## config.mk

```make
export PLATFORM = sky130hd
export DESIGN_NAME = kim_keypad_display_emu
export DESIGN_NICKNAME = d
export VERILOG_FILES = /design/src/rtl/kim_keypad_display_emu.sv
export SDC_FILE = /design/constraint.sdc
export NUM_CORES = 1
export LEC_CHECK = 0
export ABC_AREA = 0
export ABC_CLOCK_PERIOD_IN_PS = 11800
export BUFFER_PORTS_ARGS = -buffer_cell sky130_fd_sc_hd__buf_4
export CAP_MARGIN = 10
export CORE_UTILIZATION = 55
export DETAILED_ROUTE_END_ITERATION = 7
export MAX_ROUTING_LAYER = met4
export PLACE_DENSITY = 0.74
export SYNTH_ARGS = -nofsm -noshare
export SYNTH_HDL_FRONTEND = slang
export SYNTH_HIERARCHICAL = 1
export SYNTH_SLANG_ARGS = --single-unit
```

## constraint.sdc

```tcl
create_clock -name clk -period 11.8 [get_ports clk]
set_input_delay 1.18 -clock clk [delete_from_list [all_inputs] [get_ports clk]]
set_output_delay 1.18 -clock clk [all_outputs]
set_load 0.02 [all_outputs]
```

## src/rtl/kim_keypad_display_emu.sv

```systemverilog
// KIM-1 keypad / LED display peripheral model: presses one requested key against
// the monitor's row scan and rebuilds the multiplexed display into stable registers.

module kim_digit_slot #(
    parameter int PERSIST = 100000
) (
    input  logic       clk,
    input  logic       reset,
    input  logic       cap,
    input  logic [6:0] cap_seg,
    output logic [6:0] seg,
    output logic       lit
);
    localparam int TW = $clog2(PERSIST + 1);
    localparam logic [TW-1:0] RELOAD = TW'(PERSIST - 1);

    logic [TW-1:0] tmr;

    // A fresh capture beats an expiry landing in the same cycle.
    always_ff @(posedge clk) begin
        if (reset) begin
            tmr <= '0;
            seg <= '0;
            lit <= 1'b0;
        end else if (cap) begin
            tmr <= RELOAD;
            seg <= cap_seg;
            lit <= 1'b1;
        end else if (tmr != '0) begin
            tmr <= tmr - TW'(1);
        end else begin
            seg <= '0;
            lit <= 1'b0;
        end
    end
endmodule

module kim_keypad_display_emu #(
    parameter int HOLD_CYCLES    = 20000,
    parameter int RELEASE_CYCLES = 20000,
    parameter int MIN_ON         = 4,
    parameter int PERSIST        = 100000
) (
    input  logic        clk,
    input  logic        reset,
    input  logic [3:0]  KB_ROW,
    input  logic [5:0]  LED_DIG,
    input  logic [6:0]  LED_SEG,
    output logic [6:0]  KB_COL,
    input  logic        key_valid,
    input  logic [4:0]  key_code,
    output logic        key_ready,
    output logic        key_err,
    output logic [41:0] seg_out,
    output logic [5:0]  digit_lit
);
    localparam int HW = $clog2(HOLD_CYCLES + 1);
    localparam int RW = $clog2(RELEASE_CYCLES + 1);
    localparam int KW = (HW > RW) ? HW : RW;
    localparam int OW = $clog2(MIN_ON + 1);

    localparam logic [KW-1:0] HOLD_LOAD = KW'(HOLD_CYCLES - 1);
    localparam logic [KW-1:0] REL_LOAD  = KW'(RELEASE_CYCLES - 1);
    localparam logic [OW-1:0] MIN_ON_C  = OW'(MIN_ON);

    localparam logic [1:0] ST_IDLE    = 2'd0;
    localparam logic [1:0] ST_PRESS   = 2'd1;
    localparam logic [1:0] ST_RELEASE = 2'd2;

    logic [1:0]    state;
    logic [KW-1:0] key_cnt;
    logic [1:0]    row_q;
    logic [2:0]    col_q;
    logic [1:0]    code_row;
    logic [2:0]    code_col;

    assign key_ready = (state == ST_IDLE);

    // code/7 and code%7 without a divider; only meaningful for codes 0-20.
    always_comb begin
        if (key_code >= 5'd14) begin
            code_row = 2'd2;
            code_col = 3'(key_code - 5'd14);
        end else if (key_code >= 5'd7) begin
            code_row = 2'd1;
            code_col = 3'(key_code - 5'd7);
        end else begin
            code_row = 2'd0;
            code_col = 3'(key_code);
        end
    end

    always_ff @(posedge clk) begin
        if (reset) begin
            state   <= ST_IDLE;
            key_cnt <= '0;
            row_q   <= '0;
            col_q   <= '0;
            key_err <= 1'b0;
        end else begin
            key_err <= 1'b0;
            case (state)
                ST_IDLE: begin
                    if (key_valid) begin
                        if (key_code > 5'd20) begin
                            key_err <= 1'b1;
                        end else begin
                            row_q   <= code_row;
                            col_q   <= code_col;
                            key_cnt <= HOLD_LOAD;
                            state   <= ST_PRESS;
                        end
                    end
                end
                ST_PRESS: begin
                    if (key_cnt == '0) begin
                        key_cnt <= REL_LOAD;
                        state   <= ST_RELEASE;
                    end else begin
                        key_cnt <= key_cnt - KW'(1);
                    end
                end
                ST_RELEASE: begin
                    if (key_cnt == '0) state   <= ST_IDLE;
                    else               key_cnt <= key_cnt - KW'(1);
                end
                default: state <= ST_IDLE;
            endcase
        end
    end

    // Live row feeds the column return directly so the monitor sees it in the scan cycle.
    always_comb begin
        KB_COL = 7'h7F;
        if (state == ST_PRESS && row_q != 2'd3 && !KB_ROW[row_q])
            KB_COL[col_q] = 1'b0;
    end

    logic [2:0]    cur_idx;
    logic [2:0]    sel_cnt;
    logic          cur_single;
    logic          win_vld;
    logic [2:0]    win_idx;
    logic [6:0]    win_seg;
    logic [OW-1:0] on_cnt;
    logic          same;
    logic          cap;

    always_comb begin
        sel_cnt = '0;
        cur_idx = '0;
        for (int i = 0; i < 6; i++) begin
            if (!LED_DIG[i]) begin
                sel_cnt = sel_cnt + 3'd1;
                cur_idx = 3'(i);
            end
        end
        cur_single = (sel_cnt == 3'd1);
    end

    assign same = cur_single && win_vld && (cur_idx == win_idx);
    assign cap  = win_vld && !same && (on_cnt >= MIN_ON_C);

    // win_seg always trails by one cycle, so at window end it holds the last in-window segments.
    always_ff @(posedge clk) begin
        if (reset) begin
            win_vld <= 1'b0;
            win_idx <= '0;
            win_seg <= '0;
            on_cnt  <= '0;
        end else begin
            win_seg <= ~LED_SEG;
            if (same) begin
                if (on_cnt != MIN_ON_C) on_cnt <= on_cnt + OW'(1);
            end else begin
                win_vld <= cur_single;
                win_idx <= cur_idx;
                on_cnt  <= cur_single ? OW'(1) : '0;
            end
        end
    end

    logic [5:0][6:0] seg_q;

    for (genvar n = 0; n < 6; n++) begin : g_slot
        kim_digit_slot #(.PERSIST(PERSIST)) u_slot (
            .clk     (clk),
            .reset   (reset),
            .cap     (cap && (win_idx == 3'(n))),
            .cap_seg (win_seg),
            .seg     (seg_q[n]),
            .lit     (digit_lit[n])
        );
    end

    assign seg_out = seg_q;
endmodule
```

Word-level counts from Yosys, hierarchy flattened
Cells that the tools add are included.
{"block": "classes", "n_addsub": 15, "n_lt_le_gt_ge": 7, "eq_ne": 23, "muxes": 70, "n_bitwise": 5, "reduce_logical": 41}
{"operator": "2-to-1 mux 17 bit", "count": 12}
{"operator": "nonzero test 17 bit", "count": 6}
{"operator": "subtractor 17 x 1 -> 17 bit, second input constant", "count": 6}
{"operator": "2-to-1 mux 7 bit", "count": 13}
{"operator": "2-to-1 mux 15 bit", "count": 4}
{"operator": "case mux 15 bit (3 select lines)", "count": 1}
{"operator": "2-to-1 mux 3 bit", "count": 13}
{"operator": "2-to-1 mux 1 bit", "count": 19}
{"operator": "adder 3 x 1 -> 3 bit, second input constant", "count": 6}
{"operator": "logical NOT 15 bit", "count": 1}
{"operator": "subtractor 15 x 1 -> 15 bit, second input constant", "count": 1}
{"operator": "inequality test 2 x 1 -> 1 bit, second input constant", "count": 7}
{"operator": "inverter 7 bit", "count": 2}
{"operator": "logical AND 1 bit", "count": 13}
{"operator": "inequality test 2 bit, second input constant", "count": 6}
{"operator": "nonzero test 2 bit", "count": 6}
{"operator": "OR reduction 2 bit", "count": 6}
{"operator": "2-to-1 mux 2 bit", "count": 5}
{"operator": "AND reduction 4 bit", "count": 2}
{"operator": "equality test 3 x 1 -> 1 bit, second input constant", "count": 2}
{"operator": "equality test 3 x 2 -> 1 bit, second input constant", "count": 2}
{"operator": "equality test 3 bit, second input constant", "count": 2}
{"operator": "case mux 2 bit (3 select lines)", "count": 1}
{"operator": "subtractor 3 bit, second input constant", "count": 2}
{"operator": "20 further kinds", "count": 23}
{"block": "word_totals", "reg_bits": 187, "input_bits": 25, "out_inout_bits": 57, "elab_cells": 194}

Depth between registers and ports, before layout
{"block": "logic_depth", "word_depth": 19, "mapped_depth": 20, "mapped_depth_nobuf": 19}

Modules after synthesis
Netlist, hierarchy kept.
{"module": "kim_digit_slot", "instances": 6, "cells_each": 143, "area_each_um2": 1248.7, "seq_area_each_um2": 500.5}
{"module": "kim_keypad_display_emu", "instances": 1, "cells_each": 297, "area_each_um2": 2418.6, "seq_area_each_um2": 740.7}

Worst setup path before layout
No wires, ideal clock.
{"block": "synth_timing", "kind": "in2reg", "start": "in LED_DIG[0]", "end": "reg g_slot[2].u_slot.tmr[0]", "arrival_time_ns": 5.095, "required_time_ns": 11.714, "setup_slack_ns": 6.619, "path_stages": 18, "path_cell_list": "inv_1 -> ha_1 -> xnor2_2 -> ha_1 -> mux2_2 -> ha_1 -> mux2_2 -> ha_1 -> nor2b_1 -> xnor3_1 -> xnor2_1 -> o21a_1 -> nor3_2 -> nor4bb_1 -> clkbuf_1 -> clkbuf_1 -> nor2_1 -> a211oi_1"}
{"block": "synth_between", "elab_chain_cells": 19, "word_cells_on_any_way": 20, "classes_between": "add/sub (5); eq/ne (1); mux (7); reduce/logical (7)"}
{"element": "start: declaration", "line_no": "47", "text": "input logic [5:0] LED_DIG,"}
{"element": "2-to-1 mux 1 bit *", "line_no": "153", "text": "if (!LED_DIG[i]) begin"}
{"element": "adder 3 x 1 -> 3 bit", "line_no": "154", "text": "sel_cnt = sel_cnt + 3'd1;"}
{"element": "2-to-1 mux 3 bit *", "line_no": "153"}
{"element": "adder 3 x 1 -> 3 bit", "line_no": "154"}
{"element": "2-to-1 mux 3 bit *", "line_no": "153"}
{"element": "adder 3 x 1 -> 3 bit", "line_no": "154"}
{"element": "2-to-1 mux 3 bit *", "line_no": "153"}
{"element": "adder 3 x 1 -> 3 bit", "line_no": "154"}
{"element": "2-to-1 mux 3 bit *", "line_no": "153"}
{"element": "adder 3 x 1 -> 3 bit", "line_no": "154"}
{"element": "2-to-1 mux 3 bit *", "line_no": "153"}
{"element": "equality test 3 x 1 -> 1 bit *", "line_no": "158", "text": "cur_single = (sel_cnt == 3'd1);"}
{"element": "logical AND 1 bit * (2 in series)", "line_no": "161", "text": "assign same = cur_single && win_vld && (cur_idx == win_idx);"}
{"element": "logical NOT 1 bit *", "line_no": "162", "text": "assign cap = win_vld && !same && (on_cnt >= MIN_ON_C);"}
{"element": "logical AND 1 bit * (2 in series)", "line_no": "162"}
{"element": "logical AND 1 bit *", "line_no": "189", "text": ".cap (cap && (win_idx == 3'(n))),"}
{"element": "2-to-1 mux 17 bit / nonzero test 2 bit (equally long branches)"}
{"element": "end signal: assignment", "line_no": "30", "text": "tmr <= tmr - TW'(1);"}
{"element": "end: declaration", "line_no": "17", "text": "logic [TW-1:0] tmr;"}
Mark *: on every way between the ends. The rest lies on a longest branch, timed or not.
A chain may end at the register's enable or synchronous reset.

Final worst setup path
{"block": "layout_timing", "start": "in LED_DIG[0]", "end": "reg g_slot[0].u_slot.tmr[4]"}
{"block": "layout_between", "elab_chain_cells": 19, "word_cells_on_any_way": 20, "classes_between": "add/sub (5); eq/ne (1); mux (7); reduce/logical (7)"}
{"element": "2-to-1 mux 1 bit *", "line_no": "153"}
{"element": "adder 3 x 1 -> 3 bit", "line_no": "154"}
{"element": "2-to-1 mux 3 bit *", "line_no": "153"}
{"element": "adder 3 x 1 -> 3 bit", "line_no": "154"}
{"element": "2-to-1 mux 3 bit *", "line_no": "153"}
{"element": "adder 3 x 1 -> 3 bit", "line_no": "154"}
{"element": "2-to-1 mux 3 bit *", "line_no": "153"}
{"element": "adder 3 x 1 -> 3 bit", "line_no": "154"}
{"element": "2-to-1 mux 3 bit *", "line_no": "153"}
{"element": "adder 3 x 1 -> 3 bit", "line_no": "154"}
{"element": "2-to-1 mux 3 bit *", "line_no": "153"}
{"element": "equality test 3 x 1 -> 1 bit *", "line_no": "158"}
{"element": "logical AND 1 bit * (2 in series)", "line_no": "161"}
{"element": "logical NOT 1 bit *", "line_no": "162"}
{"element": "logical AND 1 bit * (2 in series)", "line_no": "162"}
{"element": "logical AND 1 bit *", "line_no": "189"}
{"element": "2-to-1 mux 17 bit / nonzero test 2 bit (equally long branches)"}
{"element": "end signal: assignment", "line_no": "30"}
{"element": "end: declaration", "line_no": "17"}
Marks and branches as above.

==> flow_summary.yaml <==
pwr:
  p_leak_uw: 0.00421
  power_density_mw_per_mm2: 252
  vdd_drop_max_mv: 0.204
setup_path:
  crit_type: "input pin to flip-flop"
  slowest_delay_ns: 0.51
  startpoint_type: "input pin"
  cp_data_arrival_time_ns: 5.79
  critPathMaxFanout: 20
  crit_top_cell: "ha_1"
  cp_data_required_time_ns: 12.14
  worstPathBufferInverterCount: 4
  end_kind: "flip-flop"
  path_cells: "buf_4 -> inv_1 -> ha_1 -> xnor2_2 -> ha_1 -> mux2_2 -> ha_1 -> mux2_2 -> ha_1 -> nor2b_1 -> xnor3_1 -> xnor2_1 -> o21a_1 -> nor3_2 -> nor4b_2 -> buf_4 -> clkinv_1 -> nand3_1 -> o41ai_1 -> nor3_1"
  crit_path_top_delay_cell: "clkinv_1"
  crit_family: "adder cells"
floorplan:
  chipHeight_um: 136
  rows: 48
  die_w_um: 136
  coreArea_mm2: 0.0174
  start_util_pct: 56.9
  num_io_pins: 82
  die_area_mm2: 0.0186
sta:
  fmax_mhz: 183
  rsz0062_at_grt: "false"
  fin_worst_skew_ns: 0.0110
  tns_ns: 0
  period_share_pct: 46.2
  setup_ws_ns: 6.35
  maxSlewHeadroom_pct: 41.0
  period_minus_slack_ns: 5.45
  worstMarginPinSlew_ns: 0.878
  report.final.slew_viol_count: 0
  finalHoldViolations: 0
  setup_viol: 0
synth:
  synth-seq-cells: 187
  ys_async_sr_fraction_pct: 0
  synth_cell_types: 67
  synth_nets: 1203
  ys.flop_type: "dfxtp_1"
  synthCells: 1155
  netlist_area_mm2: 0.00991
  synth_edf_count: 0
  seq_area_frac_synth_pct: 37.8
  syn_avg_cell_area_um2: 8.58
  ys_warn_count: 6
placed_design:
  dpl.hpwl_um: 15600
  gp_congestion: 0.855
  place.port_buffers: 80
  pre_cts_slack_ns: 5.95
drt:
  vias_per_cell: 6.26
  ant_nets: 0
  drt-initial-drc-count: 618
  finalWirelength_um: 23700
  drt-wirelength-per-cell_um: 16.5
  vias: 9026
  drc: 0
  drtPass1Iterations: 7
clocking:
  tritoncts: "done"
  clk_pin_slew_ns: 0.07
  cts.sinks: 187
  numCtsBuffers: 17
  clockBufferDepth: 2
  htree_levels: 4
  cts.repair.resized: 0
  cts_hold_buffers: 0
  root_buffer: "clkbuf_16"
  post-cts-setup-buffers: 0
  insertion_delay_ns: 0.43
global_routing:
  first_global_vias: 8093
  antenna_found_initial: 0
  grt_util_all_layers_pct: 26.5
  overflow: 0
  grt_first_pass_wirelength_um: 38700
  grt_max_degree: 82
job:
  max_cap_violations: 0
status:
  status: "finished clean"
min_path:
  holdCritPathClass: "flip-flop to flip-flop"
finish:
  syn_to_final_growth_pct: 13.7
  n_antenna_cell: 0
  final_cell_mix: "dfxtp_1, a21oi_1, nand2_1"
  finalNetCount: 1252
  final_common_cell: "dfxtp_1"
  layout-drive-gt1-share_pct: 16.2
layer usage:
metal	wire, um	vias to the layer above	global-route usage [%]	part of all wire [%]
met5	0	-	-	0
met1	11200	4303	34.2	47
li1	-	4474	-	-
met3	1130	19	4.47	4.8
met4	177	0	5.49	0.75
met2	11300	230	43.3	47
flip-flops by register name, summed over array words and instances, names as in the netlist, 2 cells and up:
register           flops
row_q                  2
col_q                  3
g_slot.u_slot/seg     42
win_idx                3
g_slot.u_slot/lit      6
win_seg                7
key_cnt               15
g_slot.u_slot/tmr    102
state                  2
on_cnt                 3
stage by stage:
step | hold WS, ns | power (uW) | std cells | utilization, % | area (um2)
3_3_place_gp | 0.463 | 2200 | 1410 | 61.2 | 10700
6_report | 0.486 | 2830 | 1442 | 64.7 | 11300
4_1_cts | 0.490 | 2830 | 1442 | 64.7 | 11300
2_1_floorplan | 0.467 | 1950 | 1155 | - | 9910
3_5_place_dp | 0.477 | 2230 | 1410 | 61.2 | 10700
5_1_grt | 0.503 | 3030 | 1442 | 64.7 | 11300
tightest hold or removal path, cell delays in order, from the launching register on:
cell     delay (ns)
dfxtp_1        0.31
o21ai_0        0.06
a21oi_1        0.07
worst paths after layout:
check | startpoint | endpoint | slack [ns] | cells past startpoint
worst max-delay path | LED_DIG[0] | g_slot[0].u_slot/tmr[4] | 6.35 | 20
worst min-delay path | g_slot[2].u_slot/lit | g_slot[2].u_slot/lit | 0.49 | 2
worst min register to register | g_slot[2].u_slot/lit | g_slot[2].u_slot/lit | 0.49 | 2
worst max register to register | g_slot[2].u_slot/tmr[0] | g_slot[2].u_slot/tmr[10] | 9.12 | 6
cell type report:
type	instances	area, um2
clock buffers	17	425
repair buffers	88	661
flip-flops and latches	187	3740
inverters	37	139
clock inverters	15	184
multi-input cells	873	5830
well taps	225	282
fillers	1554	6150
synthesized netlist by cell type, drive strengths merged (2+ instances only):
cell     count  area (um2)
mux2         2        22.5
a211o        3        27.5
buf          6        35.0
mux2i       23         230
nand4       14        87.6
or2          8        50.1
o41ai       24         210
nor4b       10         178
nand2b      29         181
o21ai       43         215
o31ai       12        90.1
o311ai       7        61.3
dfxtp      187        3740
o21a         2        15.0
nor3b       15         143
a211oi      18         135
a21o         5        37.5
or4         18         158
a31oi       32         200
nand4b      19         166
a21oi      108         541
ha          23         288
xnor2       14         138
a2111oi      7        67.6
clkinv       6        22.5
nor4        40         447
clkbuf      52         195
nand3b       9        67.6
and3        12        75.1
nor3        57         300
inv         31         116
o211ai      43         323
nor2        79         297
nand2       99         372
or3         27         174
nor2b       11        68.8
a311oi       6        52.6
or3b         6        52.6
nand3       35         205
logic make-up (layout without fill, tap and decap cells):
logic type                 Yosys count  count (layout)  share of synthesized area, %
muxes                               25              25                          2.55
buffers and inverters               95             157                          3.72
adders and majority gates           23              23                          2.90
DFF                                187             187                          37.8
AOI/OAI and AO/OA                  316             316                          20.4
xor gates and xnor gates            16              16                          1.70
and+or+nand+nor                    493             493                          30.9
report_power, final:
part,internal (uW),total (uW),leakage (uW),switching (uW)
Clock,321,588,0.000292,267
Sequential,764,930,0.00153,166
Combinational,494,1320,0.00239,823
Note: power is estimated with default switching activity, not from simulation.
